==> src/rtl/mux_seq_pkg.sv <==
// Shared types and constants for the mux select sequencer.
// The debouncer state encoding is shared with the top so the state can be
// observed from outside the block.
package mux_seq_pkg;

    // Width of the mux channel select and number of channels it addresses.
    localparam int SEL_W  = 2;
    localparam int NUM_CH = 4;

    // Push-button debouncer states.
    //   IDLE      : button accepted as released, waiting for a high level
    //   PRESS_CHK : high level seen, counting stable-high cycles
    //   HELD      : press accepted, waiting for a low level
    //   REL_CHK   : low level seen, counting stable-low cycles
    typedef enum logic [1:0] {
        IDLE      = 2'd0,
        PRESS_CHK = 2'd1,
        HELD      = 2'd2,
        REL_CHK   = 2'd3
    } db_state_e;

    // Next channel in the 0->1->2->3->0 rotation. NUM_CH equals 2**SEL_W,
    // so the natural binary wrap of the adder gives the modulo.
    function automatic logic [SEL_W-1:0] next_sel(input logic [SEL_W-1:0] cur);
        next_sel = cur + {{(SEL_W-1){1'b0}}, 1'b1};
    endfunction

endpackage

==> src/rtl/key_debouncer.sv <==
// Push-button conditioner: two-flop synchronizer followed by a four-state
// debouncer. Emits a single-cycle registered pulse for every press that stays
// high for DEBOUNCE consecutive synchronized samples; releases must likewise
// stay low for DEBOUNCE samples before another press can be accepted.
module key_debouncer
    import mux_seq_pkg::*;
#(
    parameter int DEBOUNCE = 500_000
) (
    input  logic      clock_i,
    input  logic      reset_i,
    input  logic      step_i,
    output logic      press_o,
    output db_state_e state_o
);

    // Counter is wide enough to hold DEBOUNCE-1, the largest value it reaches.
    localparam int CW = (DEBOUNCE > 2) ? $clog2(DEBOUNCE) : 1;
    localparam logic [CW-1:0] CNT_LAST = CW'(DEBOUNCE - 1);
    localparam logic [CW-1:0] CNT_ONE  = CW'(1);

    logic          sync1_q;
    logic          sync2_q;
    db_state_e     state_q;
    db_state_e     state_d;
    logic [CW-1:0] cnt_q;
    logic [CW-1:0] cnt_d;
    logic          press_q;
    logic          press_d;

    // Bring the asynchronous button level into the clock domain; only sync2 is used.
    always_ff @(posedge clock_i) begin
        if (reset_i) begin
            sync1_q <= 1'b0;
            sync2_q <= 1'b0;
        end else begin
            sync1_q <= step_i;
            sync2_q <= sync2_next(sync1_q);
        end
    end

    // Identity helper keeps the second stage visibly distinct from the first.
    function automatic logic sync2_next(input logic lvl);
        sync2_next = lvl;
    endfunction

    // Debounce decision: count consecutive stable samples in the check states.
    // The sample that moves IDLE->PRESS_CHK or HELD->REL_CHK counts as the first.
    always_comb begin
        state_d = state_q;
        cnt_d   = cnt_q;
        press_d = 1'b0;
        case (state_q)
            IDLE: begin
                if (sync2_q) begin
                    state_d = PRESS_CHK;
                    cnt_d   = CNT_ONE;
                end
            end
            PRESS_CHK: begin
                if (!sync2_q) begin
                    state_d = IDLE;
                    cnt_d   = '0;
                end else if (cnt_q == CNT_LAST) begin
                    state_d = HELD;
                    cnt_d   = '0;
                    press_d = 1'b1;
                end else begin
                    cnt_d = cnt_q + CNT_ONE;
                end
            end
            HELD: begin
                if (!sync2_q) begin
                    state_d = REL_CHK;
                    cnt_d   = CNT_ONE;
                end
            end
            REL_CHK: begin
                if (sync2_q) begin
                    // Bounce during release: the press is still in progress.
                    state_d = HELD;
                    cnt_d   = '0;
                end else if (cnt_q == CNT_LAST) begin
                    state_d = IDLE;
                    cnt_d   = '0;
                end else begin
                    cnt_d = cnt_q + CNT_ONE;
                end
            end
            default: begin
                state_d = IDLE;
                cnt_d   = '0;
            end
        endcase
    end

    // Debouncer state, counter and registered press pulse.
    always_ff @(posedge clock_i) begin
        if (reset_i) begin
            state_q <= IDLE;
            cnt_q   <= '0;
            press_q <= 1'b0;
        end else begin
            state_q <= state_d;
            cnt_q   <= cnt_d;
            press_q <= press_d;
        end
    end

    assign press_o = press_q;
    assign state_o = state_q;

endmodule

==> src/rtl/mux_select_sequencer.sv <==
// Channel select generator for a downstream 4-to-1 multiplexer.
// Steps sel through 0->1->2->3->0 either automatically every DIV_COUNT cycles
// (auto_mode=1) or once per debounced button press (auto_mode=0). enable=0
// freezes sel; presses arriving while frozen or in auto mode are dropped.
// sel and sel_changed are registered; no input reaches them combinationally.
// dbg_state reflects the debouncer state for observation only.
module mux_select_sequencer
    import mux_seq_pkg::*;
#(
    parameter int DIV_COUNT = 50_000_000,
    parameter int DEBOUNCE  = 500_000
) (
    input  logic             clock,
    input  logic             reset,
    input  logic             enable,
    input  logic             auto_mode,
    input  logic             step_in,
    output logic [SEL_W-1:0] sel,
    output logic             sel_changed,
    output logic [1:0]       dbg_state
);

    // Divider counts DIV_COUNT-1 down to 0, so it needs $clog2(DIV_COUNT) bits.
    localparam int DW = (DIV_COUNT > 2) ? $clog2(DIV_COUNT) : 1;
    localparam logic [DW-1:0] DIV_LAST = DW'(DIV_COUNT - 1);
    localparam logic [DW-1:0] DIV_ONE  = DW'(1);

    logic             press;
    db_state_e        db_state;

    logic             run;
    logic             tick;
    logic             advance;
    logic [DW-1:0]    div_cnt_q;
    logic [DW-1:0]    div_cnt_d;
    logic [SEL_W-1:0] sel_q;
    logic [SEL_W-1:0] sel_d;
    logic             changed_q;
    logic             changed_d;

    key_debouncer #(
        .DEBOUNCE (DEBOUNCE)
    ) u_key_debouncer (
        .clock_i (clock),
        .reset_i (reset),
        .step_i  (step_in),
        .press_o (press),
        .state_o (db_state)
    );

    // Rate divider: free-runs only while enabled in auto mode; otherwise it is
    // held at full count so every re-entry starts a fresh period.
    always_comb begin
        run       = enable & auto_mode;
        tick      = run & (div_cnt_q == '0);
        div_cnt_d = DIV_LAST;
        if (run && (div_cnt_q != '0)) begin
            div_cnt_d = div_cnt_q - DIV_ONE;
        end
    end

    // Advance decision: divider tick in auto mode, press in manual mode.
    always_comb begin
        advance   = enable & ((auto_mode & tick) | (~auto_mode & press));
        sel_d     = advance ? next_sel(sel_q) : sel_q;
        changed_d = advance;
    end

    // Divider, select and change-pulse registers; reset wins over any event.
    always_ff @(posedge clock) begin
        if (reset) begin
            div_cnt_q <= DIV_LAST;
            sel_q     <= '0;
            changed_q <= 1'b0;
        end else begin
            div_cnt_q <= div_cnt_d;
            sel_q     <= sel_d;
            changed_q <= changed_d;
        end
    end

    assign sel         = sel_q;
    assign sel_changed = changed_q;
    assign dbg_state   = db_state;

endmodule

==> config.mk <==
export PLATFORM = sky130hd
export DESIGN_NAME = mux_select_sequencer
export DESIGN_NICKNAME = d
export VERILOG_FILES = /design/src/rtl/mux_seq_pkg.sv /design/src/rtl/key_debouncer.sv /design/src/rtl/mux_select_sequencer.sv
export SDC_FILE = /design/constraint.sdc
export NUM_CORES = 1
export LEC_CHECK = 0
export CAP_MARGIN = 20
export CORE_ASPECT_RATIO = 0.75
export CORE_MARGIN = 2
export CORE_UTILIZATION = 54
export CTS_CLUSTER_DIAMETER = 200
export CTS_CLUSTER_SIZE = 25
export DETAILED_ROUTE_END_ITERATION = 16
export GPL_TIMING_DRIVEN = 0
export PLACE_DENSITY = 0.78
export SETUP_SLACK_MARGIN = 0.2
export SYNTH_ARGS = -nofsm -noshare
export SYNTH_HDL_FRONTEND = slang
export SYNTH_SLANG_ARGS = --single-unit
==> constraint.sdc <==
create_clock -name clock -period 1.95 [get_ports clock]
set_clock_uncertainty 0.1 [all_clocks]
set_input_delay 0.195 -clock clock [delete_from_list [all_inputs] [get_ports clock]]
set_output_delay 0.195 -clock clock [all_outputs]
set_load 0.01 [all_outputs]
==> summary.txt <==
Worst path cell trace = or4_4 > nor3_4 > a41oi_2 > or3_4 > a21oi_2
RePlAce Congestion = 0.837
Mean area per synthesized cell = 8.84 um^2
Final setup vio count = 36
Synthesized instance count = 290
Die X = 83.6 um
Routed WL = 8840 um
Initial Utilization = 56.8%
Cell Count, Final, Fillers Out = 401
Mapped cell area = 2560 um^2
H-Tree Depth = 2
Crit path launch type = register
Area of the multi-input gates = 1850 um^2
CTS clock-pin slew for the worst setup and hold paths = 0.10 ns
Area Overhead vs Synth = 42.0%
Number of synthesized flops with an enable pin = 0
Peak VDD IR = 553 uV
Top post-synthesis cells by area = dfxtp_1 (41%), nand2_1 (5.1%), xor2_1 (4.4%)
Tot Pwr = 1.97 mW
Routed len/inst = 22.0 um
Crit-path slowest cell = or4_4
I/O pin cnt = 10
CP Data Required Time = 2.11 ns
Hold_buf cts = 0
Congestion Overflow GR = 0
Syn Nets = 298
Port Buffers = 9
Number of remaining DRC errors = 0
Status = finished, violations left
Placed insts = 356
Nets = 351
Arrival time at the worst endpoint = 2.27 ns
Share of cells above drive strength 1 = 44.5%
Worst skew pair latency = 0.32 ns
Unrepaired setup endpoints after global routing = yes
Rows = 21
# diodes = 0
Pre-CTS setup slack = -0.334 ns
Final slew viol count = 0
1st-iter DRT viols = 368
Crit. End Element = register
Power per Cell Area = 542 nW/um^2
PnR worst setup slack = -0.165 ns
First-pass GRT wire length = 11900 um
Post-synth ARST share = 0%
Final worst path period need = 2.12 ns
Met3 WL = 895 um
Least-Margin Pin Slew = 0.633 ns
Drt pass-1 iters = 5
Sequential Area = 1100 um^2
Largest area contributor in the netlist = dfxtp_1
Failing checks = setup timing
Vias in the first global route = 2408
Max-Cap Viols = 0
Vias per cell = 6.78
#FFs+latches synth = 53
Crit-path max cell delay = 0.54 ns
Chip height = 63.7 um
Register area share after synthesis = 41.4%
Max Freq = 473 MHz
DPL Wire Length = 3770 um
Fill cells = 227
Antenna violations before repair = 0
Die area = 5320 um^2
HP Class = register to register
Crit-path leading delay family = simple AND/OR/NAND/NOR gates
Uppermost layer routed = met4
CTS tree = done
Antenna-violating nets left = 0
Library cells used by synthesis = 53
Core Footprint = 4520 um^2
Synth warn = 0
Cts bufs inserted = 5
Met1 Wirelength = 3510 um
Top cell type's share of synthesized area = 41.4%
Max_slew headroom = 57.5%
Routed vias = 2717
Final hold violations = 0
Total track usage = 28.1%
CP Max Fanout = 5
Maximum root-to-sink buffer count = 2
Setup Total Neg Slack = -1.84 ns
Buf/Inv on CP = 0
Critical path type = register to register
Leak pwr = 1.29 nW
Largest net degree at the start of global routing = 16
Sink Count = 53
Final period util = 108%
Synth Flop Type = dfxtp_1
Root buffer cell = clkbuf_8
Wire length on met2 = 3960 um
Min Hold Slack = 0.324 ns
-- cell type report --
class | count | area share (%)
buffer | 9 | 2.34
inverter | 5 | 0.515
timing repair buffer | 45 | 11.0
tap | 57 | 1.96
sequential | 53 | 30.1
clock buffer | 7 | 2.37
clock inverter | 1 | 0.825
multi-input combinational | 224 | 50.9
-- cells in the final DEF, fill, tap and decap left out, types with 6 or more instances in the layout --
| master | netlist | routed |
|---|---|---|
| dfxtp_1 | 53 | 31 |
| buf_4 | 0 | 26 |
| nand2_1 | 35 | 24 |
| dfxtp_2 | 0 | 19 |
| nor2_1 | 23 | 17 |
| buf_6 | 2 | 12 |
| nand3_1 | 17 | 12 |
| xor2_1 | 13 | 11 |
| xnor2_1 | 12 | 11 |
| nand2_2 | 0 | 10 |
| clkdlybuf4s50_1 | 0 | 9 |
| nor4_4 | 2 | 7 |
| nand4_1 | 7 | 7 |
| a21oi_1 | 10 | 7 |
| nand3b_1 | 6 | 6 |
| o21ai_0 | 13 | 6 |
| nor2_2 | 0 | 6 |
| clkbuf_8 | 0 | 6 |
-- power by group --
| part | internal, mW | switching (mW) | leakage [nW] | total, mW |
|---|---|---|---|---|
| logic | 0.0312 | 0.0435 | 0.797 | 0.0746 |
| registers | 1.08 | 0.00443 | 0.433 | 1.09 |
| clock network | 0.420 | 0.393 | 0.0585 | 0.813 |
-- synth_stat cells (2+ instances only) --
library cell and n:
nand4b_1 3, o21ai_0 13, dfxtp_1 53, nor4_4 2, nand3_1 17, o31ai_1 3, or3_2 4, nor3b_1 4
nand2b_1 2, xnor2_1 12, nor2b_1 3, nor2_1 23, clkbuf_1 4, o311ai_0 2, buf_2 2, a31oi_1 3
or2_2 2, buf_6 2, or4_1 5, nand2_1 35, nor4b_1 2, or3_1 6, nor4_1 8, nand4_1 7
and3_1 4, inv_1 5, a221o_1 2, ha_1 3, xor2_1 13, nor3_1 9, a21oi_1 10, nand3b_1 6
-- per-layer routing --
layer / GRT usage, % / up-vias
li1: - / 1163
met1: 38.7 / 1296
met2: 44.8 / 196
met3: 5.11 / 62
met4: 9.07 / 0
met5: 0 / -
-- metrics by stage --
step,area (um^2),util [%]
6_report,3640,80.6
5_1_grt,3640,80.6
4_1_cts,3390,75.1
3_5_place_dp,2820,62.4
3_3_place_gp,2820,62.4
2_1_floorplan,2660,-
-- repair_timing --
item / 4_1_cts / 5_1_grt
pin swaps: 29 / 18
cloned: 2 / 0
resized for setup: 65 / 51
endpoints found under the hold margin: 0 / 0
setup buffers: 27 / 8
endpoints found under the setup margin: 49 / 49
-- kinds of logic after synthesis --
group,after synthesis,share of synthesized area (%)
XOR/XNOR,25,8.54
AO/OA/AOI/OAI,42,10.9
buffers and inverters,14,2.88
AND/OR/NAND/NOR,152,34.5
flip-flops,53,41.4
multiplexers,1,0.390
adder cells (fa/ha/maj),3,1.46
-- registers in the layout, summed over array words and instances (netlist names), named ones only --
register                 flops
u_key_debouncer.cnt_q       19
sel_changed                  1
sel                          2
u_key_debouncer.state_o      1
u_key_debouncer.press_o      1
div_cnt_q                   26
u_key_debouncer.sync2_q      1
u_key_debouncer.sync1_q      1
-- path summary, 6_finish.rpt --
path	endpoint	start	depth (start not counted)	slack [ns]
setup / recovery	sel[1]$_SDFFE_PP0P_	div_cnt_q[14]$_SDFF_PP1_	5	-0.17
hold / removal	div_cnt_q[0]$_SDFF_PP1_	div_cnt_q[0]$_SDFF_PP1_	1	0.32
setup reg to reg	sel[1]$_SDFFE_PP0P_	div_cnt_q[14]$_SDFF_PP1_	5	-0.17
hold reg to reg	div_cnt_q[0]$_SDFF_PP1_	div_cnt_q[0]$_SDFF_PP1_	1	0.32
Power figures use the tool's default switching activity.
